### src/rtl/upsample_pkg.sv
// Shared types, region codes and size decoding for the 2x upsampling sequencer.
package upsample_pkg;

  typedef enum logic [1:0] {
    ST_IDLE = 2'd0,
    ST_LOAD = 2'd1,
    ST_RUN  = 2'd2,
    ST_DONE = 2'd3
  } state_t;

  localparam int LOG2_W = 3;

  localparam logic [3:0] REGION_TL = 4'd0;
  localparam logic [3:0] REGION_T  = 4'd1;
  localparam logic [3:0] REGION_TR = 4'd2;
  localparam logic [3:0] REGION_L  = 4'd3;
  localparam logic [3:0] REGION_IN = 4'd4;
  localparam logic [3:0] REGION_R  = 4'd5;
  localparam logic [3:0] REGION_BL = 4'd6;
  localparam logic [3:0] REGION_B  = 4'd7;
  localparam logic [3:0] REGION_BR = 4'd8;

  localparam logic [2:0] MAX_SIZE_SEL = 3'd4;

  function automatic logic size_legal(input logic [2:0] sel);
    return sel <= MAX_SIZE_SEL;
  endfunction

  // Output side is 8 << sel, so log2(side) = sel + 3; illegal codes map to the smallest size.
  function automatic logic [LOG2_W-1:0] size_log2(input logic [2:0] sel);
    return size_legal(sel) ? (sel + 3'd3) : 3'd3;
  endfunction

endpackage

### src/rtl/upsample_raster_counter.sv
// Three-level col/row/channel raster counter; steps one pixel per advance.
module upsample_raster_counter
  import upsample_pkg::*;
#(
  parameter int MAX_LOG2 = 7,
  parameter int CH_W     = 9
) (
  input  logic                clk,
  input  logic                rst,
  input  logic                clear,
  input  logic                advance,
  input  logic [LOG2_W-1:0]   log2,
  input  logic [CH_W-1:0]     num_ch,
  output logic [MAX_LOG2-1:0] col,
  output logic [MAX_LOG2-1:0] row,
  output logic [CH_W-1:0]     ch,
  output logic                col_last,
  output logic                row_last,
  output logic                last_beat
);

  logic [MAX_LOG2:0]   side;
  logic [MAX_LOG2-1:0] max_idx;

  assign side      = (MAX_LOG2+1)'(1) << log2;
  assign max_idx   = MAX_LOG2'(side - (MAX_LOG2+1)'(1));
  assign col_last  = (col == max_idx);
  assign row_last  = (row == max_idx);
  assign last_beat = col_last && row_last && (ch == num_ch - CH_W'(1));

  always_ff @(posedge clk) begin
    if (!rst || clear) begin
      col <= '0;
      row <= '0;
      ch  <= '0;
    end else if (advance) begin
      if (col_last) begin
        col <= '0;
        if (row_last) begin
          row <= '0;
          ch  <= ch + CH_W'(1);
        end else begin
          row <= row + MAX_LOG2'(1);
        end
      end else begin
        col <= col + MAX_LOG2'(1);
      end
    end
  end

endmodule

### src/rtl/upsample_addr_gen.sv
// 2x upsampling address sequencer: FSM, shift-based address generation,
// border-region decode and registered valid/ready beat outputs.
module upsample_addr_gen
  import upsample_pkg::*;
#(
  parameter int ADDR_W   = 14,
  parameter int MAX_LOG2 = 7,
  parameter int CH_W     = 9
) (
  input  logic              clk,
  input  logic              rst,
  input  logic              start,
  input  logic [2:0]        size_sel,
  input  logic [CH_W-1:0]   num_ch,
  input  logic              out_ready,
  output logic              out_valid,
  output logic [ADDR_W-1:0] out_addr,
  output logic [ADDR_W-1:0] in_addr,
  output logic [CH_W-1:0]   ch_idx,
  output logic [3:0]        region,
  output logic              row_even,
  output logic              col_even,
  output logic              busy,
  output logic              done,
  output logic              err
);

  state_t              state;
  logic [LOG2_W-1:0]   log2_q;
  logic                size_ok_q;
  logic [CH_W-1:0]     num_ch_q;

  logic [MAX_LOG2-1:0] col, row;
  logic [CH_W-1:0]     ch;
  logic                col_last, row_last, last_beat;
  logic                advance, clear;

  logic [MAX_LOG2:0]   side;
  logic [MAX_LOG2-1:0] max_idx;
  logic [MAX_LOG2-1:0] src_col, src_row;
  logic [CH_W-1:0]     src_ch;
  logic [ADDR_W-1:0]   nxt_out_addr, nxt_in_addr;
  logic [3:0]          nxt_region;

  function automatic logic [3:0] region_code(input logic top, input logic bottom,
                                             input logic left, input logic right);
    logic [3:0] base;
    base = top ? REGION_TL : (bottom ? REGION_BL : REGION_L);
    return base + (left ? 4'd0 : (right ? 4'd2 : 4'd1));
  endfunction

  assign advance = (state == ST_RUN) && out_ready;
  assign clear   = (state == ST_LOAD);

  upsample_raster_counter #(
    .MAX_LOG2 (MAX_LOG2),
    .CH_W     (CH_W)
  ) u_counter (
    .clk       (clk),
    .rst       (rst),
    .clear     (clear),
    .advance   (advance),
    .log2      (log2_q),
    .num_ch    (num_ch_q),
    .col       (col),
    .row       (row),
    .ch        (ch),
    .col_last  (col_last),
    .row_last  (row_last),
    .last_beat (last_beat)
  );

  assign side    = (MAX_LOG2+1)'(1) << log2_q;
  assign max_idx = MAX_LOG2'(side - (MAX_LOG2+1)'(1));

  // Output registers always hold the beat being offered, so they load the
  // position the counter moves to: origin in LOAD, successor on a handshake.
  always_comb begin
    src_col = '0;
    src_row = '0;
    src_ch  = '0;
    if (state != ST_LOAD) begin
      src_col = col_last ? '0 : col + MAX_LOG2'(1);
      src_row = col_last ? (row_last ? '0 : row + MAX_LOG2'(1)) : row;
      src_ch  = (col_last && row_last) ? ch + CH_W'(1) : ch;
    end
  end

  assign nxt_out_addr = (ADDR_W'(src_row) << log2_q) | ADDR_W'(src_col);
  assign nxt_in_addr  = (ADDR_W'(src_row >> 1) << (log2_q - 3'd1)) | ADDR_W'(src_col >> 1);
  assign nxt_region   = region_code(src_row == '0, src_row == max_idx,
                                    src_col == '0, src_col == max_idx);

  always_ff @(posedge clk) begin
    if (!rst) begin
      state     <= ST_IDLE;
      log2_q    <= '0;
      size_ok_q <= 1'b0;
      num_ch_q  <= '0;
      out_valid <= 1'b0;
      out_addr  <= '0;
      in_addr   <= '0;
      ch_idx    <= '0;
      region    <= '0;
      row_even  <= 1'b0;
      col_even  <= 1'b0;
      busy      <= 1'b0;
      done      <= 1'b0;
      err       <= 1'b0;
    end else begin
      done <= 1'b0;
      err  <= 1'b0;
      case (state)
        ST_IDLE: begin
          if (start) begin
            state     <= ST_LOAD;
            busy      <= 1'b1;
            log2_q    <= size_log2(size_sel);
            size_ok_q <= size_legal(size_sel);
            num_ch_q  <= num_ch;
          end
        end
        ST_LOAD: begin
          if (!size_ok_q) begin
            state <= ST_IDLE;
            busy  <= 1'b0;
            err   <= 1'b1;
          end else if (num_ch_q == '0) begin
            state <= ST_DONE;
            busy  <= 1'b0;
            done  <= 1'b1;
          end else begin
            state     <= ST_RUN;
            out_valid <= 1'b1;
            out_addr  <= nxt_out_addr;
            in_addr   <= nxt_in_addr;
            ch_idx    <= src_ch;
            region    <= nxt_region;
            row_even  <= ~src_row[0];
            col_even  <= ~src_col[0];
          end
        end
        ST_RUN: begin
          if (out_ready) begin
            if (last_beat) begin
              state     <= ST_DONE;
              out_valid <= 1'b0;
              busy      <= 1'b0;
              done      <= 1'b1;
            end else begin
              out_addr <= nxt_out_addr;
              in_addr  <= nxt_in_addr;
              ch_idx   <= src_ch;
              region   <= nxt_region;
              row_even <= ~src_row[0];
              col_even <= ~src_col[0];
            end
          end
        end
        default: begin
          state <= ST_IDLE;
        end
      endcase
    end
  end

endmodule

### config.mk
export PLATFORM = sky130hd
export DESIGN_NAME = upsample_addr_gen
export DESIGN_NICKNAME = d
export VERILOG_FILES = /design/src/rtl/upsample_pkg.sv /design/src/rtl/upsample_raster_counter.sv /design/src/rtl/upsample_addr_gen.sv
export SDC_FILE = /design/constraint.sdc
export NUM_CORES = 1
export LEC_CHECK = 0
export BUFFER_PORTS_ARGS = -buffer_cell sky130_fd_sc_hd__buf_2
export CAP_MARGIN = 20
export CORE_ASPECT_RATIO = 1.1
export CORE_MARGIN = 2
export CORE_UTILIZATION = 64
export CTS_CLUSTER_SIZE = 10
export DETAILED_ROUTE_END_ITERATION = 7
export GPL_ROUTABILITY_DRIVEN = 0
export PLACE_DENSITY = 0.92
export SLEW_MARGIN = 10
export SYNTH_ARGS = -nofsm -noshare
export SYNTH_HDL_FRONTEND = slang
export SYNTH_SLANG_ARGS = --single-unit
### constraint.sdc
create_clock -name clk -period 8 [get_ports clk]
set_input_delay 0.4 -clock clk [delete_from_list [all_inputs] [get_ports clk]]
set_output_delay 0.4 -clock clk [all_outputs]
set_load 0.1 [all_outputs]
==> metrics.cfg, run 1 <==
[timing]
fin_skew_ns = 0.0162
final-hold-violation-count = 0
setup_tns_ns = 0
drv_slew = 0
fin_crit_sh = 0.804
finalSetupViolCount = 0
rsz0062_at_grt = false
max_freq_mhz = 155
relSlewSlack = 0.299
worst_pin_slew_ns = 1.04
min_period_ns = 6.43

[global_route]
grt_pass1_wl_um = 24300
grt_max_degree = 66
grt.overflow.total = 0
grtUsageTotal = 0.314
grt_pass1_vias = 5077
antenna_found_initial = 0

[floorplan]
top_level_ports = 63
rows = 35
core_sq_mm = 0.00845
fp.dieH_um = 102
start_util = 0.665
die_x_um = 93.3
dieArea_sq_mm = 0.00954

[synthesis]
syn_area_per_cell_sq_um = 7.84
synthesis.area_sq_mm = 0.00562
yosysUniqueCellTypes = 68
synthFlopType = dfxtp_1
yosys_warnings = 0
ys_ff_latch = 84
seq_area_frac_synth = 0.299
async_flop_share = 0
synth_edf_count = 0
synth_nets = 753
netlist_instances = 717

[setup_path]
cp_max_fo = 17
cp_slowest_stage_delay_ns = 0.93
endpoint_kind = register
rrSetupSlack_ns = 1.57
slowest_stage = o31ai_1
cp.required_ns = 8.31
worstPathArrival_ns = 6.75
path_cells = inv_1, ha_1, nor2b_1, inv_1, ha_1, mux2_2, o211ai_2, xor2_1, nand4_1, o31ai_1, xnor2_1, nor4_2, nand4b_1, nor2b_1, ha_1, inv_1, fa_1, nor3b_1, a32oi_1, nand3_1
crit_type = reg2reg
startpoint_type = register

[run]
drv_cap = 0

[finish]
fillers = 621
area_delta_synth_final_pct = 8.11
num-nets-final = 777
multiInputGateArea_sq_mm = 0.00365
n_antenna_cell = 0
fin_cells = 857
ff_latch_area_sq_mm = 0.00168
drive_gt1_frac = 0.130
final_area_sq_mm = 0.00607
layout_common_cells = nand2_1 (101), dfxtp_1 (84), buf_2 (61), nor2_1 (53), a21oi_1 (41)
layout_commonest_cell = nand2_1

[clock_tree]
clock_path_buffers = 2
clkTransAtPathRegs_ns = 0.09
ctsResizeCount = 0
hold_buffers = 0
cts-buffers-inserted = 9
cts-root-buf = clkbuf_8
clk_latency_ns = 0.37
cts_setup_buffers = 0
htreeDepth = 3
cts.sinks = 84
cts_tree = built

[routing]
drtIter0Drc = 745
routed_via_density = 6.47
drc_errors = 0
wl_um = 15100
wl_per_cell_um = 17.6
drtAntennaViolNets = 0
dr.pass1.iters = 8
num_vias = 5549

[power_and_ir_drop]
power_density_mw_per_mm2 = 221
power.leakage_nw = 2.42
peakVddDrop_uv = 167
seq_power_share = 0.355
p_switching_mw = 0.605
p_int_mw = 0.738
pwr-share-comb = 0.407
pwr-share-clk = 0.238
p_sw_frac = 0.451

[placement]
dp_cells = 841
numPortBuffers = 61
dp_hpwl_um = 10500
place_area_sq_mm = 0.00587

[status]
status = completed

[hold_path]
hold_path_class = in2reg

[metal layers]
metal	routed length, um	vias up	share of wire	track usage
li1	-	2579	-	-
met1	6010	2570	0.40	0.382
met2	7260	326	0.48	0.550
met3	1220	74	0.081	0.0487
met4	573	0	0.038	0.137
met5	0	-	0	0
[stage by stage]
| stage | utilization | hold slack [ns] | total power [mW] | setup WS [ns] |
|---|---|---|---|---|
| floorplan | - | 0.438 | 0.932 | 2.90 |
| global placement | 0.695 | 0.452 | 1.00 | 2.25 |
| detailed placement | 0.695 | 0.452 | 1.02 | 1.83 |
| CTS | 0.719 | 0.274 | 1.33 | 1.76 |
| global route | 0.719 | 0.293 | 1.39 | 1.08 |
| finish | 0.719 | 0.279 | 1.34 | 1.57 |
[critical path: cells and delay by family (launching register included)]
kind / cells / cell delay, ns
flops: 1 / 0.78
compound gates: 3 / 1.23
fa+ha+maj: 4 / 1.56
buf+inv: 3 / 0.62
mux: 1 / 0.27
simple gates: 7 / 1.46
xor+xnor: 2 / 0.45
[path summary, 6_finish.rpt]
| kind | start | to | cells past startpoint |
|---|---|---|---|
| setup / recovery | log2_q[0]$_SDFFE_PN0P_ | region[2]$_SDFFE_PN0P_ | 20 |
| hold / removal | num_ch[2] | num_ch_q[2]$_SDFFE_PN0P_ | 3 |
| setup reg to reg | log2_q[0]$_SDFFE_PN0P_ | region[2]$_SDFFE_PN0P_ | 20 |
| hold reg to reg | region[3]$_SDFFE_PN0P_ | region[3]$_SDFFE_PN0P_ | 2 |
[Yosys cell counts (7+ instances only)]
master,instances,area (sq um)
a21boi_0,20,150
a21oi_1,41,205
a22oi_1,7,52.6
a31oi_1,10,62.6
and2_1,7,43.8
and3_1,17,106
clkbuf_1,42,158
dfxtp_1,84,1680
ha_1,19,238
inv_1,16,60.1
mux2i_1,25,250
nand2_1,101,379
nand3_1,22,110
nand4_1,7,43.8
nor2_1,53,199
nor2b_1,15,93.8
nor3_1,20,100
nor3b_1,7,52.6
o21ai_0,31,155
o31ai_1,7,52.6
xnor2_1,35,307
xor2_1,23,201
[state kept, by name, indices dropped and copies added, names as in the netlist, 2 cells and up]
signal and flops:
state 2, num_ch_q 9, ch_idx 9, region 4
out_addr 14, u_counter.ch 9, u_counter.row 7, log2_q 3
in_addr 13, u_counter.col 7
[kinds of logic after synthesis]
family          Yosys count  share of synthesized area
simple gates            290                      0.258
compound gates          165                      0.199
flops                    84                      0.299
buf+inv                  69                     0.0501
xor+xnor                 59                     0.0944
mux                      29                     0.0526
fa+ha+maj                20                     0.0459
other cells               1                   0.000668
[layout make-up]
cell class / count / area share
clock buffer: 10 / 0.0210
clock inverter: 6 / 0.0117
inverter: 17 / 0.0105
multi-input combinational: 564 / 0.602
sequential: 84 / 0.277
tap: 111 / 0.0229
timing repair buffer: 65 / 0.0552
[power by group through the flow]
| stage | Clock [mW] | Combinational [mW] | Sequential, mW |
|---|---|---|---|
| floorplan | 0 | 0.284 | 0.648 |
| global placement | 0 | 0.519 | 0.482 |
| detailed placement | 0 | 0.534 | 0.484 |
| CTS | 0.319 | 0.537 | 0.475 |
| global route | 0.333 | 0.579 | 0.480 |
| finish | 0.319 | 0.547 | 0.477 |
Power figures use the tool's default switching activity.
==> run 2: changes to the inputs <==
Settings changed: CORE_UTILIZATION 64 to 54, PLACE_DENSITY 0.92 to 0.83.
Clock period 8 ns to 5.5 ns, I/O delays scaled along.
==> run 2 against run 1 <==
Against the previous run:
- clock skew decreased by 0.0091 ns
- global-route usage decreased by 3.0 points
- worst hold slack got worse by 0.095 ns
- first-iteration DRC count increased by 5.9%
- total power increased by 60%
- clock power increased by 97%
- sequential cell count unchanged
- die area increased by 18%
- final cell count increased by 3.4%
- sequential share of layout area decreased by 1.3 points
- non-clock buffer count increased by 17
- largest power group unchanged
==> metrics.cfg, run 2 (synthesis results as in run 1) <==
[status]
status = completed

[finish]
n_antenna_cell = 0  ; unchanged
ff_latch_area_sq_mm = 0.00168  ; unchanged
regMostFlops = out_addr
fillers = 858  ; +38%
layout_commonest_cell = nand2_1
layout_common_cells = nand2_1 (101), dfxtp_1 (84), buf_2 (62), nor2_1 (53), a21oi_1 (41)
num-nets-final = 794  ; +2.2%
area_delta_synth_final_pct = 13.3
drive_gt1_frac = 0.155  ; +0.0246
largest_register_ffs = 14  ; unchanged
multiInputGateArea_sq_mm = 0.00367  ; +0.55%
reg.largest.list = out_addr (14), in_addr (13)

[timing]
max_freq_mhz = 196  ; +26%
fin_skew_ns = 0.00707  ; -0.00911 ns
final-hold-violation-count = 0  ; unchanged
relSlewSlack = 0.344  ; +0.0450
finalHoldWorstSlack_ns = 0.184  ; -0.0952 ns
drv_slew = 0  ; unchanged
min_period_ns = 5.11  ; -1.33 ns
worst_pin_slew_ns = 0.984  ; -0.0595 ns
fin_crit_sh = 0.929  ; +0.125
setup_slack_ns = 0.391  ; -1.17 ns
finalSetupViolCount = 0  ; unchanged
setup_tns_ns = 0  ; unchanged
rsz0062_at_grt = false

[routing]
drtAntennaViolNets = 0  ; unchanged
routed_via_density = 6.31  ; -2.5%
wl_per_cell_um = 17.7  ; +0.91%
drtIter0Drc = 789  ; +5.9%
drc_errors = 0  ; unchanged
dr.pass1.iters = 5  ; -3
num_vias = 5593  ; +0.79%
wl_um = 15700  ; +4.3%

[floorplan]
core_sq_mm = 0.0102  ; +21%
die_x_um = 101  ; +8.5%
fp.dieH_um = 111  ; +8.5%
rows = 39  ; +11%
dieArea_sq_mm = 0.0112  ; +18%
start_util = 0.548  ; -0.116
top_level_ports = 63  ; unchanged

[setup_path]
reg2reg_to = region[2]$_SDFFE_PN0P_
rrSetupSlack_ns = 0.39  ; -1.17 ns
worstPathArrival_ns = 5.39  ; -1.36 ns
crit_path_end = region[2]$_SDFFE_PN0P_
ff2ff_path_depth = 21  ; +5.0%
crit_type = reg2reg
timing.rr.start = log2_q[1]$_SDFFE_PN0P_
endpoint_kind = register
setup.worst_path.start = log2_q[1]$_SDFFE_PN0P_
cp_max_fo = 11  ; -6
cp.required_ns = 5.78  ; -2.53 ns
startpoint_type = register

[global_route]
use_met2 = 0.450  ; -0.0998
grtUsageTotal = 0.284  ; -0.0297
grt_max_degree = 66  ; unchanged
met1_usage = 0.360  ; -0.0216
grt.overflow.total = 0  ; unchanged
grt_pass1_wl_um = 26100  ; +7.6%
grt_most_used_layer = met2
met3_usage = 0.0530  ; +0.00429
antenna_found_initial = 0  ; unchanged
grt_pass1_vias = 5464  ; +7.6%

[clock_tree]
htreeDepth = 3  ; unchanged
cts-buffers-inserted = 9  ; unchanged
cts-root-buf = clkbuf_16
clock_path_buffers = 2  ; unchanged
cts_tree = built
clk_latency_ns = 0.34  ; -0.03 ns
cts.sinks = 84  ; unchanged
hold_buffers = 0  ; unchanged
clkTransAtPathRegs_ns = 0.07  ; -0.02 ns

[placement]
dp_hpwl_um = 10900  ; +3.5%
place_ws_ns = 0.269  ; -1.56 ns
numPortBuffers = 61  ; unchanged

[hold_path]
hold_path_class = in2reg
worstHoldPathCells = 3  ; unchanged

[run]
drv_cap = 0  ; unchanged

[power_and_ir_drop]
power_mw = 2.15  ; +60%
power.leakage_nw = 2.58  ; +6.6%
power_density_mw_per_mm2 = 338  ; +53%
peakVddDrop_uv = 226  ; +36%

run 2: cell count changes in the layout (fill, tap and decap cells not counted), moves of 2 or more:
cell,previous run,this run
clkbuf_16,0,9
buf_12,0,2
clkbuf_8,9,0
buf_4,4,18
run 2: metrics by stage:
step                cells  instance area, sq um  utilization
floorplan             717                  5620            -
CTS                   879                  6280        0.613
detailed placement    863                  5980        0.583
finish                886                  6370        0.621
global placement      863                  5980        0.583
global route          886                  6370        0.621
run 2: how the worst min path moves through the flow:
stage	from	to	slack (ns)
floorplan	num_ch[0]	num_ch_q[0]$_SDFFE_PN0P_	0.42
global placement	region[3]$_SDFFE_PN0P_	region[3]$_SDFFE_PN0P_	0.44
detailed placement	out_addr[10]$_SDFFE_PN0P_	out_addr[10]$_SDFFE_PN0P_	0.46
CTS	num_ch[0]	num_ch_q[0]$_SDFFE_PN0P_	0.18
global route	num_ch[4]	num_ch_q[4]$_SDFFE_PN0P_	0.19
finish	num_ch[4]	num_ch_q[4]$_SDFFE_PN0P_	0.18
run 2: area by class of cell:
class / instances / share of cell area
well taps: 123 / 0.0242
clock inverters: 7 / 0.0126
inverters: 17 / 0.0104
multi-input cells: 564 / 0.577
repair buffers: 82 / 0.0762
clock buffers: 9 / 0.0354
flip-flops and latches: 84 / 0.264
run 2: timing repair:
| action | 4_1_cts | 5_1_grt |
|---|---|---|
| resized for setup | 0 | 5 |
| buffers inserted | 0 | 6 |
| endpoints found under the setup margin | 0 | 2 |
run 2: critical path, cell delays in order, from the launching register on:
cell      delay [ns]
dfxtp_1         0.46
inv_4           0.20
ha_1            0.19
nor2b_2         0.25
inv_1           0.10
ha_1            0.27
buf_4           0.20
nor2b_1         0.14
nor4_1          0.35
o21ai_0         0.20
or3_4           0.48
a32o_1          0.31
o21a_1          0.17
nor4b_1         0.32
nand4b_1        0.27
nor2b_1         0.21
ha_1            0.20
inv_1           0.07
fa_1            0.18
nand3_1         0.06
or3_1           0.33
nand3_1         0.09
run 2: where the power goes:
group	internal [mW]	switching, mW
clock	0.359	0.271
combinational	0.225	0.610
sequential	0.654	0.0319
total	1.24	0.913
run 2: per-layer routing:
metal	vias to the layer above	share of wire	wire length [um]
met4	0	0.051	796
met1	2566	0.40	6220
met2	329	0.47	7390
met5	-	0	0
met3	77	0.084	1320
li1	2621	-	-
